$ cat src/rtl/combat_scheduler.sv
// rtl/combat_scheduler.sv - projectile sequencing, cooldown and health bookkeeping for the battle stage
// One combat_shooter instance per combatant; the top owns synchronizers, edge detects and health.

module combat_shooter #(
  parameter logic [7:0] FLIGHT_FRAMES   = 8'd160,
  parameter logic [7:0] COOLDOWN_FRAMES = 8'd30
) (
  input  logic Clk,
  input  logic Reset_n,
  input  logic i_clear,
  input  logic i_rise,
  input  logic i_hit,
  input  logic i_tick,
  output logic o_fire,
  output logic o_idle,
  output logic o_hit_accept
);
  typedef enum logic [1:0] {IDLE, FIRE, FLIGHT, COOLDOWN} state_t;

  state_t     r_state;
  logic [7:0] r_cnt;
  logic       r_fire;

  assign o_fire       = r_fire;
  assign o_idle       = (r_state == IDLE);
  // A hit outranks a timeout tick in the same cycle, so acceptance ignores i_tick.
  assign o_hit_accept = (r_state == FLIGHT) & i_hit & ~i_clear;

  always_ff @(posedge Clk or negedge Reset_n) begin
    if (!Reset_n) begin
      r_state <= IDLE;
      r_cnt   <= 8'd0;
      r_fire  <= 1'b0;
    end else begin
      r_fire <= 1'b0;
      if (i_clear) begin
        r_state <= IDLE;
        r_cnt   <= 8'd0;
      end else begin
        case (r_state)
          IDLE: begin
            if (i_rise) begin
              r_state <= FIRE;
              r_fire  <= 1'b1;
            end
          end
          FIRE: begin
            r_state <= FLIGHT;
            r_cnt   <= 8'd0;
          end
          FLIGHT: begin
            if (i_hit) begin
              r_state <= COOLDOWN;
              r_cnt   <= 8'd0;
            end else if (i_tick) begin
              if (r_cnt == FLIGHT_FRAMES - 8'd1) begin
                r_state <= COOLDOWN;
                r_cnt   <= 8'd0;
              end else begin
                r_cnt <= r_cnt + 8'd1;
              end
            end
          end
          COOLDOWN: begin
            if (COOLDOWN_FRAMES == 8'd0) begin
              r_state <= IDLE;
            end else if (i_tick) begin
              if (r_cnt == COOLDOWN_FRAMES - 8'd1) r_state <= IDLE;
              else r_cnt <= r_cnt + 8'd1;
            end
          end
          default: r_state <= IDLE;
        endcase
      end
    end
  end
endmodule

module combat_scheduler #(
  parameter logic [4:0] MAX_HEALTH      = 5'd16,
  parameter logic [4:0] DAMAGE          = 5'd1,
  parameter logic [7:0] FLIGHT_FRAMES   = 8'd160,
  parameter logic [7:0] COOLDOWN_FRAMES = 8'd30
) (
  input  logic       Clk,
  input  logic       Reset_n,
  input  logic       frame_clk,
  input  logic       battle_l,
  input  logic       player_shoot_req,
  input  logic       npc_shoot_req,
  input  logic       bullet_npc_contact,
  input  logic       bullet_player_contact,
  output logic       player_fire,
  output logic       npc_fire,
  output logic       player_ready,
  output logic       npc_ready,
  output logic [4:0] player_health,
  output logic [4:0] npc_health,
  output logic       Player_Dead,
  output logic       NPC_Dead
);
  logic       r_fs1, r_fs2, r_fs3;
  logic       r_preq_q, r_nreq_q, r_pcon_q, r_ncon_q, r_battle_q;
  logic [4:0] r_player_health, r_npc_health;

  logic w_tick, w_battle_rise, w_any_dead, w_clear;
  logic w_player_idle, w_npc_idle, w_npc_dmg, w_player_dmg;

  // frame_clk is VGA vsync from another domain: synchronize, then take the rising edge.
  assign w_tick        = r_fs2 & ~r_fs3;
  assign w_battle_rise = battle_l & ~r_battle_q;
  assign w_any_dead    = Player_Dead | NPC_Dead;
  assign w_clear       = ~battle_l | w_any_dead | w_battle_rise;

  assign Player_Dead   = (r_player_health == 5'd0);
  assign NPC_Dead      = (r_npc_health == 5'd0);
  assign player_health = r_player_health;
  assign npc_health    = r_npc_health;
  assign player_ready  = w_player_idle & battle_l & r_battle_q & ~w_any_dead;
  assign npc_ready     = w_npc_idle & battle_l & r_battle_q & ~w_any_dead;

  always_ff @(posedge Clk or negedge Reset_n) begin
    if (!Reset_n) begin
      {r_fs1, r_fs2, r_fs3} <= 3'b000;
      r_preq_q        <= 1'b0;
      r_nreq_q        <= 1'b0;
      r_pcon_q        <= 1'b0;
      r_ncon_q        <= 1'b0;
      r_battle_q      <= 1'b0;
      r_player_health <= MAX_HEALTH;
      r_npc_health    <= MAX_HEALTH;
    end else begin
      {r_fs1, r_fs2, r_fs3} <= {frame_clk, r_fs1, r_fs2};
      r_preq_q   <= player_shoot_req;
      r_nreq_q   <= npc_shoot_req;
      r_pcon_q   <= bullet_npc_contact;
      r_ncon_q   <= bullet_player_contact;
      r_battle_q <= battle_l;
      if (w_battle_rise) begin
        r_player_health <= MAX_HEALTH;
        r_npc_health    <= MAX_HEALTH;
      end else begin
        if (w_npc_dmg)
          r_npc_health <= (r_npc_health > DAMAGE) ? r_npc_health - DAMAGE : 5'd0;
        if (w_player_dmg)
          r_player_health <= (r_player_health > DAMAGE) ? r_player_health - DAMAGE : 5'd0;
      end
    end
  end

  combat_shooter #(.FLIGHT_FRAMES(FLIGHT_FRAMES), .COOLDOWN_FRAMES(COOLDOWN_FRAMES)) u_player (
    .Clk(Clk), .Reset_n(Reset_n), .i_clear(w_clear),
    .i_rise(player_shoot_req & ~r_preq_q), .i_hit(bullet_npc_contact & ~r_pcon_q),
    .i_tick(w_tick), .o_fire(player_fire), .o_idle(w_player_idle), .o_hit_accept(w_npc_dmg)
  );

  combat_shooter #(.FLIGHT_FRAMES(FLIGHT_FRAMES), .COOLDOWN_FRAMES(COOLDOWN_FRAMES)) u_npc (
    .Clk(Clk), .Reset_n(Reset_n), .i_clear(w_clear),
    .i_rise(npc_shoot_req & ~r_nreq_q), .i_hit(bullet_player_contact & ~r_ncon_q),
    .i_tick(w_tick), .o_fire(npc_fire), .o_idle(w_npc_idle), .o_hit_accept(w_player_dmg)
  );
endmodule
$ cat config.mk
export PLATFORM = sky130hd
export DESIGN_NAME = combat_scheduler
export DESIGN_NICKNAME = d
export VERILOG_FILES = /design/src/rtl/combat_scheduler.sv
export SDC_FILE = /design/constraint.sdc
export NUM_CORES = 1
export LEC_CHECK = 0
export BUFFER_PORTS_ARGS = -buffer_cell sky130_fd_sc_hd__buf_2
export CORE_ASPECT_RATIO = 0.8
export CORE_MARGIN = 3
export CORE_UTILIZATION = 45
export CTS_CLUSTER_SIZE = 10
export DETAILED_ROUTE_END_ITERATION = 16
export REMOVE_ABC_BUFFERS = 1
export SLEW_MARGIN = 20
export SYNTH_ARGS = -nofsm -noshare
export SYNTH_HDL_FRONTEND = slang
export SYNTH_SLANG_ARGS = --single-unit
$ cat constraint.sdc
create_clock -name Clk -period 5.2 [get_ports Clk]
set_input_delay 0.52 -clock Clk [delete_from_list [all_inputs] [get_ports Clk]]
set_output_delay 0.52 -clock Clk [all_outputs]
set_load 0.02 [all_outputs]
==> flow_summary.yaml, run 1 <==
run_status:
  outcome: "complete, no violations"
detailed_routing:
  ant_nets: 0
  viasPerCell: 5.62
  vias: 1882
  wl_microns: 4830
  drt_iter0_drc: 75
  wl_per_cell_microns: 14.4
  dr.pass1.iters: 4
  drcViolationCount: 0
synthesis:
  yosysWarnings: 0
  netlist_instances: 246
  ys_seq_elements: 40
  synth-edff-count: 0
  synth-async-reset-ratio_pct: 100
  netlist_area_sq_um: 2420
  synth.distinct_cells: 59
  avgSynthCellArea_sq_um: 9.83
  synth_top_flop_cell: "dfrtp_1"
  synth_seq_area_share_pct: 41.5
setup_path:
  rrSetupSlack_ns: 2.82
  cp_max_fo: 20
  crit_buf_inv: 3
  rr_startpoint: "player_health[0]"
  critPathMaxStageDelay_ns: 0.48
  r2r_cells: 7
  r2r-end: "u_npc.r_cnt[5]"
  crit_path_start_kind: "flop"
  cp_top_family: "simple AND/OR/NAND/NOR gates"
  critPathArrivalTime_ns: 2.14
  path_cells: "inv_1 > ha_1 > nor4b_2 > nor3_2 > buf_4 > and2_1 > buf_2"
  endpoint_kind: "output pin"
  cp_data_required_time_ns: 4.68
  critPathKind: "reg2out"
  cp_slowest_cell: "nor4b_2"
global_route:
  grt_max_degree: 41
  grt_overflow_total: 0
  grt.total_usage_pct: 17.0
  grt_pass1_vias: 1735
  grt_pass1_wl_microns: 8470
  antenna_found_initial: 0
timing:
  setup_tns_ns: 0
  finClkSkew_ns: 0.00742
  fin_crit_sh_pct: 51.2
  maxSlewHeadroom_pct: 33.9
  worst_pin_slew_ns: 0.979
  min_period_ns: 2.66
  finalSetupViolCount: 0
  rsz0062_at_grt: "false"
  clock.fmax_mhz: 376
  hold_viol: 0
  drv_slew: 0
finish:
  fin_nets: 299
  layout_commonest_cell: "dfrtp_1"
  final_cell_mix: "dfrtp_1 (38), buf_2 (23), nor2_1 (19), ha_1 (19)"
  drive_gt1_share_pct: 16.1
  area_growth_pct: 11.0
  antenna-diode-count: 0
flow_run:
  cap_violations: 0
clocking:
  root_buffer: "clkbuf_8"
  holdBufCountCts: 0
  cts_buffers: 5
  cts.clk_slew.worst_paths_ns: 0.08
  cts_setup_buffers: 0
  cts_buffer_depth: 2
  clk_latency_ns: 0.29
  cts_resized: 0
  htreeDepth: 2
  cts_num_sinks: 40
  cts_tree: "done"
hold_path:
  hold_class: "in2reg"
  hold_path_end: "r_fs1"
  hp-start: "frame_clk"
  holdPathStages: 1
power_and_ir_drop:
  total_power_mw: 0.578
  vdd_drop_max_v: 0.000130
  p_leak_nw: 1.15
  powerDensity_nw_per_um2: 215
die:
  die_w_microns: 87.9
  initial_core_util_pct: 47.5
  io_pins: 24
  num_rows: 23
  core-area_sq_um: 5090
  dieArea_sq_um: 6290
  chipHeight_microns: 71.6
place:
  dp.final_hpwl_microns: 3480
  place.gp.congestion: 0.798
  portBuffers: 23
-- state kept, by name, summed over array words and instances (netlist names), 2 cells and up --
| name | flops |
|---|---|
| npc_health | 5 |
| u_npc.r_cnt | 8 |
| u_player.r_cnt | 8 |
| u_player.r_state | 2 |
| u_npc.r_state | 2 |
| player_health | 5 |
-- cell usage after synthesis, types with 2 or more instances --
| cell | instances | area [sq um] |
|---|---|---|
| nand2_1 | 16 | 60.1 |
| nor2_1 | 19 | 71.3 |
| a311oi_1 | 2 | 17.5 |
| nor2b_1 | 4 | 25.0 |
| dfstp_2 | 2 | 52.6 |
| o31ai_1 | 4 | 30.0 |
| or3_4 | 2 | 22.5 |
| and3_1 | 2 | 12.5 |
| or3_1 | 4 | 25.0 |
| nand2b_1 | 5 | 31.3 |
| and2_1 | 4 | 25.0 |
| o41ai_1 | 2 | 17.5 |
| o21ai_0 | 14 | 70.1 |
| inv_1 | 15 | 56.3 |
| or4b_1 | 2 | 20.0 |
| a22o_1 | 9 | 78.8 |
| mux2i_1 | 3 | 30.0 |
| nor4b_2 | 2 | 30.0 |
| nand3_1 | 16 | 80.1 |
| nor4_1 | 3 | 18.8 |
| buf_6 | 2 | 22.5 |
| ha_1 | 19 | 238 |
| nor3b_1 | 4 | 30.0 |
| dfrtp_1 | 38 | 951 |
| a21oi_1 | 8 | 40.0 |
| nor3_1 | 9 | 45.0 |
| nand3b_1 | 3 | 22.5 |
| a32oi_1 | 2 | 17.5 |
-- kinds of logic after synthesis --
group                      Yosys count  share of synthesized area (%)
and+or+nand+nor                    103                           24.7
adders and majority gates           19                           9.83
muxes                                4                           1.71
xor gates and xnor gates             2                          0.725
DFF                                 40                           41.5
AOI/OAI and AO/OA                   58                           17.7
buffers and inverters               20                           3.78
-- layout make-up --
cell class | instances | area (sq um)
clock buffer | 8 | 90.1
timing repair buffer | 24 | 123
multi-input combinational | 186 | 1330
sequential | 40 | 1000
inverter | 15 | 56.3
tap | 62 | 77.6
fill | 476 | 2410
-- per-layer routing --
metal	wire, microns	vias to the layer above	GRT usage [%]
met1	2600	886	25.3
met4	51	0	4.60
met5	0	-	0
li1	-	961	-
met3	174	7	4.37
met2	2010	28	24.4
-- through the flow --
step	setup slack [ns]	hold slack (ns)	instance area (sq um)	util, %	instances
after floorplan	2.19	0.224	2380	-	241
after global placement	2.88	0.332	2590	50.8	327
after detailed placement	2.82	0.336	2590	50.8	327
after CTS	2.55	0.328	2680	52.6	335
after global routing	2.37	0.325	2680	52.7	335
final	2.54	0.336	2680	52.7	335
-- report_power, final --
group	switching [mW]	internal, mW	leakage, nW	total (mW)
Clock	0.105	0.108	0.0455	0.214
Sequential	0.00296	0.316	0.532	0.319
Combinational	0.0309	0.0149	0.577	0.0459
-- worst max-delay path by stage --
stage                                 to        startpoint  depth (start not counted)  slack, ns
after global routing        player_ready     npc_health[0]                          7       2.37
after global placement    u_npc.r_cnt[7]  player_health[0]                          7       2.88
after detailed placement   npc_health[4]     npc_health[0]                          6       2.82
after floorplan                npc_ready  player_health[0]                          5       2.19
after CTS                   player_ready  player_health[0]                          7       2.55
final                       player_ready  player_health[0]                          7       2.54
Note: power is estimated with default switching activity, not from simulation.
==> run 2: changes to the inputs <==
--- a/config.mk
+++ b/config.mk
@@ -11,6 +11,7 @@
 export CORE_UTILIZATION = 45
 export CTS_CLUSTER_SIZE = 10
 export DETAILED_ROUTE_END_ITERATION = 16
+export PLACE_DENSITY = 0.66
 export REMOVE_ABC_BUFFERS = 1
 export SLEW_MARGIN = 20
 export SYNTH_ARGS = -nofsm -noshare
==> constraint.sdc (replaced) <==
create_clock -name Clk -period 2.1 [get_ports Clk]
set_input_delay 0.21 -clock Clk [delete_from_list [all_inputs] [get_ports Clk]]
set_output_delay 0.21 -clock Clk [all_outputs]
set_load 0.02 [all_outputs]
==> flow_summary.yaml, run 2 (synthesis results as in run 1) <==
setup_path:
  cp.depth: 8
  cp_data_required_time_ns: 2.27
  critPathKind: "reg2reg"
  cp_top_family: "buffers and inverters"
  rr_startpoint: "player_health[2]"
  r2r_cells: 8
  critPathMaxStageDelay_ns: 0.48
  rrSetupSlack_ns: 0.08
  r2r-end: "u_player.r_cnt[6]"
  crit_path_start_kind: "flop"
  cp_common_cell: "buf_4"
  endpoint_kind: "flop"
  cp_max_fo: 7
  path_cells: "nor4b_4 > buf_4 > nor3_4 > buf_6 > buf_4 > buf_4 > a22o_1 > a22o_1"
  critPathArrivalTime_ns: 2.20
  cp_slowest_cell: "dfrtp_1"
  crit_buf_inv: 4
clocking:
  cts_buffers: 5
  cts_num_sinks: 40
  cts_tree: "done"
  clk_latency_ns: 0.29
  root_buffer: "clkbuf_8"
  cts.clk_slew.worst_paths_ns: 0.08
  htreeDepth: 2
  cts_buffer_depth: 2
global_route:
  grt.total_usage_pct: 17.7
  antenna_found_initial: 0
  grt_max_degree: 19
  grt_overflow_total: 0
  grt_pass1_vias: 1893
  grt_pass1_wl_microns: 8870
detailed_routing:
  drt_iter0_drc: 72
  vias: 2060
  wl_per_cell_microns: 13.9
  dr.pass1.iters: 4
  wl_microns: 5230
  drcViolationCount: 0
  ant_nets: 0
  viasPerCell: 5.46
hold_path:
  hold_path_end: "r_fs1"
  hp-start: "frame_clk"
  hold_class: "in2reg"
  holdPathStages: 1
power_and_ir_drop:
  total_power_mw: 1.47
  powerDensity_nw_per_um2: 480
  vdd_drop_max_v: 0.000420
  p_leak_nw: 1.39
timing:
  finClkSkew_ns: 0.00897
  worst_pin_slew_ns: 0.600
  clock.fmax_mhz: 494
  min_period_ns: 2.02
  finalSetupViolCount: 0
  whs_ns: 0.0312
  fin_crit_sh_pct: 96.4
  drv_slew: 0
  maxSlewHeadroom_pct: 59.6
  hold_viol: 0
finish:
  area_growth_pct: 27.0
  layout_commonest_cell: "buf_4"
  fin_nets: 341
  antenna-diode-count: 0
  final_cell_mix: "buf_4 (41), dfrtp_1 (38), buf_2 (22)"
  reg_top3: "u_npc.r_cnt (8), u_player.r_cnt (8)"
  final_cell_count_no_fill: 377
  drive_gt1_share_pct: 29.8
  finalInstanceArea_sq_um: 3070
place:
  dp.final_hpwl_microns: 3920
  placed_area_sq_um: 2850
  place.gp.congestion: 0.845
  portBuffers: 23
  placedCellCount: 362
die:
  chipHeight_microns: 71.6
  initial_core_util_pct: 47.5
  num_rows: 23
  dieArea_sq_um: 6290
  core-area_sq_um: 5090
  io_pins: 24
  die_w_microns: 87.9
run_status:
  outcome: "complete, no violations"
flow_run:
  cap_violations: 0
-- run 2: final cells by class --
| type | instances | area (sq um) |
|---|---|---|
| clock buffers | 8 | 90.1 |
| fillers | 433 | 2020 |
| inverters | 15 | 56.3 |
| multi-input cells | 186 | 1390 |
| flip-flops and latches | 40 | 1000 |
| well taps | 62 | 77.6 |
| repair buffers | 66 | 450 |
-- run 2: how the worst max path moves through the flow --
stage / start / endpoint
floorplan: player_health[0] / u_npc.r_cnt[1]
global placement: player_health[0] / u_npc.r_cnt[5]
detailed placement: player_health[0] / u_npc.r_cnt[5]
CTS: player_health[0] / npc_ready
global route: npc_health[1] / u_player.r_cnt[3]
finish: player_health[2] / u_player.r_cnt[6]
-- run 2: metal layers --
| metal | share of wire, % | vias to the layer above | global-route usage (%) |
|---|---|---|---|
| met5 | 0 | - | 0 |
| met4 | 0.44 | 0 | 3.58 |
| met3 | 3.5 | 2 | 3.45 |
| met2 | 43 | 30 | 24.7 |
| met1 | 53 | 981 | 28.2 |
| li1 | - | 1047 | - |
-- run 2: where the power goes --
group	leakage (nW)	switching, mW	total [mW]	internal (mW)
Sequential	0.532	0.00647	0.788	0.782
Combinational	0.814	0.0867	0.150	0.0630
Clock	0.0455	0.268	0.536	0.269
Total	1.39	0.361	1.47	1.11
-- run 2: per-stage QoR --
stage | util (%) | setup TNS [ns] | setup WS (ns)
final | 60.3 | 0 | 0.0762
after global routing | 60.3 | -0.00394 | -0.00359
after CTS | 58.4 | 0 | 0.00627
after detailed placement | 56.0 | -0.260 | -0.0749
after global placement | 56.0 | 0 | 0.00120
after floorplan | - | -9.89 | -0.677
-- run 2: repair_timing --
item	in CTS	in global routing
resized for setup	4	14
endpoints found under the hold margin	16	0
gates cloned	0	1
hold buffers	1	0
setup endpoints to repair	9	15
buffers inserted	0	5
pin swaps	0	5
==> run 3: changes to the inputs <==
--- a/config.mk
+++ b/config.mk
@@ -11,6 +11,7 @@
 export CORE_UTILIZATION = 45
 export CTS_CLUSTER_SIZE = 10
 export DETAILED_ROUTE_END_ITERATION = 16
+export GPL_TIMING_DRIVEN = 0
 export PLACE_DENSITY = 0.66
 export REMOVE_ABC_BUFFERS = 1
 export SLEW_MARGIN = 20
==> flow_summary.yaml, run 3 (synthesis results as in run 1) <==
setup_path:
  cp_data_required_time_ns: 1.89
  critPathMaxStageDelay_ns: 0.43
  cp_common_cell: "buf_6"
  rrSetupSlack_ns: 0.04
  rr_startpoint: "u_npc.r_cnt[1]"
  crit_path_start_kind: "flop"
  r2r_cells: 7
  endpoint_kind: "output pin"
  critPathKind: "reg2out"
  cp_top_family: "simple AND/OR/NAND/NOR gates"
  critPathArrivalTime_ns: 1.90
  cp_max_fo: 5
  crit_buf_inv: 3
  path_cells: "inv_2 > ha_4 > nor4b_4 > nor3_4 > buf_6 > and2_4 > buf_6"
  cp_slowest_cell: "nor4b_4"
  r2r-end: "u_npc.r_cnt[1]"
hold_path:
  hold_path_end: "r_fs1"
  hold_class: "in2reg"
  holdPathStages: 1
  hp-start: "frame_clk"
place:
  dp.final_hpwl_microns: 3440
  place.gp.congestion: 0.763
  portBuffers: 23
finish:
  area_growth_pct: 21.8
  layout_commonest_cell: "dfrtp_1"
  fin_nets: 313
  final_cell_mix: "dfrtp_1 (36), buf_2 (21), nor2_1 (19)"
  antenna-diode-count: 0
  drive_gt1_share_pct: 27.9
  reg_top3: "u_npc.r_cnt (8), u_player.r_cnt (8)"
global_route:
  grt.total_usage_pct: 17.1
  grt_max_degree: 41
  grt_overflow_total: 0
  grt_pass1_vias: 1842
  antenna_found_initial: 0
  grt_pass1_wl_microns: 8560
detailed_routing:
  wl_microns: 5120
  drt_iter0_drc: 98
  wl_per_cell_microns: 14.7
  drcViolationCount: 0
  dr.pass1.iters: 4
  ant_nets: 0
  vias: 1962
  viasPerCell: 5.62
power_and_ir_drop:
  clkPwrFrac_pct: 37.8
  p_leak_nw: 1.26
  total_power_mw: 1.50
  powerDensity_nw_per_um2: 508
  vdd_drop_max_v: 0.000447
  p_int_mw: 1.14
  power.share.switching_pct: 24.0
  switching_power_mw: 0.359
  power_frac_seq_pct: 52.7
  combPwrFrac_pct: 9.4
die:
  die_w_microns: 87.9
  chipHeight_microns: 71.6
  initial_core_util_pct: 47.5
  io_pins: 24
  dieArea_sq_um: 6290
  num_rows: 23
  core-area_sq_um: 5090
timing:
  min_period_ns: 2.11
  finClkSkew_ns: 0.0134
  finalSetupViolCount: 2
  drv_slew: 0
  worst_pin_slew_ns: 0.906
  worst_slack_ns: -0.00823
  hold_viol: 0
  fin_crit_sh_pct: 100
  clock.fmax_mhz: 474
  maxSlewHeadroom_pct: 39.6
  rsz0062_at_grt: "true"
  whs_ns: 0.0216
flow_run:
  cap_violations: 0
clocking:
  root_buffer: "clkbuf_8"
  cts.clk_slew.worst_paths_ns: 0.08
  cts_num_sinks: 40
  cts_buffer_depth: 2
  cts_tree: "done"
  htreeDepth: 2
  clk_latency_ns: 0.30
  cts_buffers: 5
run_status:
  violations: "setup timing"
  outcome: "finished, violations left"
## run 3: worst register-to-register path: cells and delay by family, from the launching register on
family          cells  cell delay, ns
fa+ha+maj           1            0.12
mux                 1            0.28
simple gates        2            0.56
buf+inv             1            0.07
flops               1            0.43
compound gates      2            0.49
## run 3: what timing repair did
item	4_1_cts	5_1_grt
gates resized for setup	15	20
pin swaps	2	8
setup endpoints to repair	22	19
buffers inserted	7	7
hold buffers	0	0
## run 3: routing by layer
metal / share of wire, % / global-route usage [%]
met1: 52 / 26.2
met2: 44 / 24.2
met3: 3.5 / 3.45
met4: 0.68 / 4.77
met5: 0 / 0
## run 3: area by class of cell
class	instances	area (sq um)
timing repair buffer	38	251
sequential	40	1010
multi-input combinational	186	1450
tap	62	77.6
clock buffer	8	100
inverter	15	56.3
fill	430	2150
## run 3: power by group through the flow
stage | logic (mW) | registers (mW) | clock network (mW)
floorplan | 0.0663 | 0.805 | 0
detailed placement | 0.116 | 0.804 | 0
global route | 0.159 | 0.791 | 0.607
finish | 0.141 | 0.789 | 0.567
global placement | 0.112 | 0.804 | 0
CTS | 0.129 | 0.789 | 0.587
## run 3: how the worst max path moves through the flow
stage / start / cells after the start / to / slack (ns)
floorplan: player_health[0] / 6 / u_npc.r_cnt[1] / -0.68
global placement: player_health[0] / 6 / u_npc.r_cnt[1] / -1.35
detailed placement: player_health[0] / 6 / npc_health[4] / -0.29
CTS: npc_health[0] / 7 / npc_ready / -0.007
global route: player_health[1] / 7 / player_ready / -0.08
finish: player_health[1] / 7 / player_ready / -0.008
## run 3: metrics by stage
| step | std cells | util, % | TNS, ns | area [sq um] | worst slack [ns] |
|---|---|---|---|---|---|
| floorplan | 241 | - | -9.89 | 2380 | -0.677 |
| global placement | 326 | 50.6 | -21.75 | 2570 | -1.35 |
| detailed placement | 327 | 50.9 | -3.70 | 2590 | -0.287 |
| CTS | 342 | 55.2 | -0.00661 | 2810 | -0.00661 |
| global route | 349 | 57.8 | -0.327 | 2950 | -0.0781 |
| finish | 349 | 57.8 | -0.0154 | 2950 | -0.00823 |
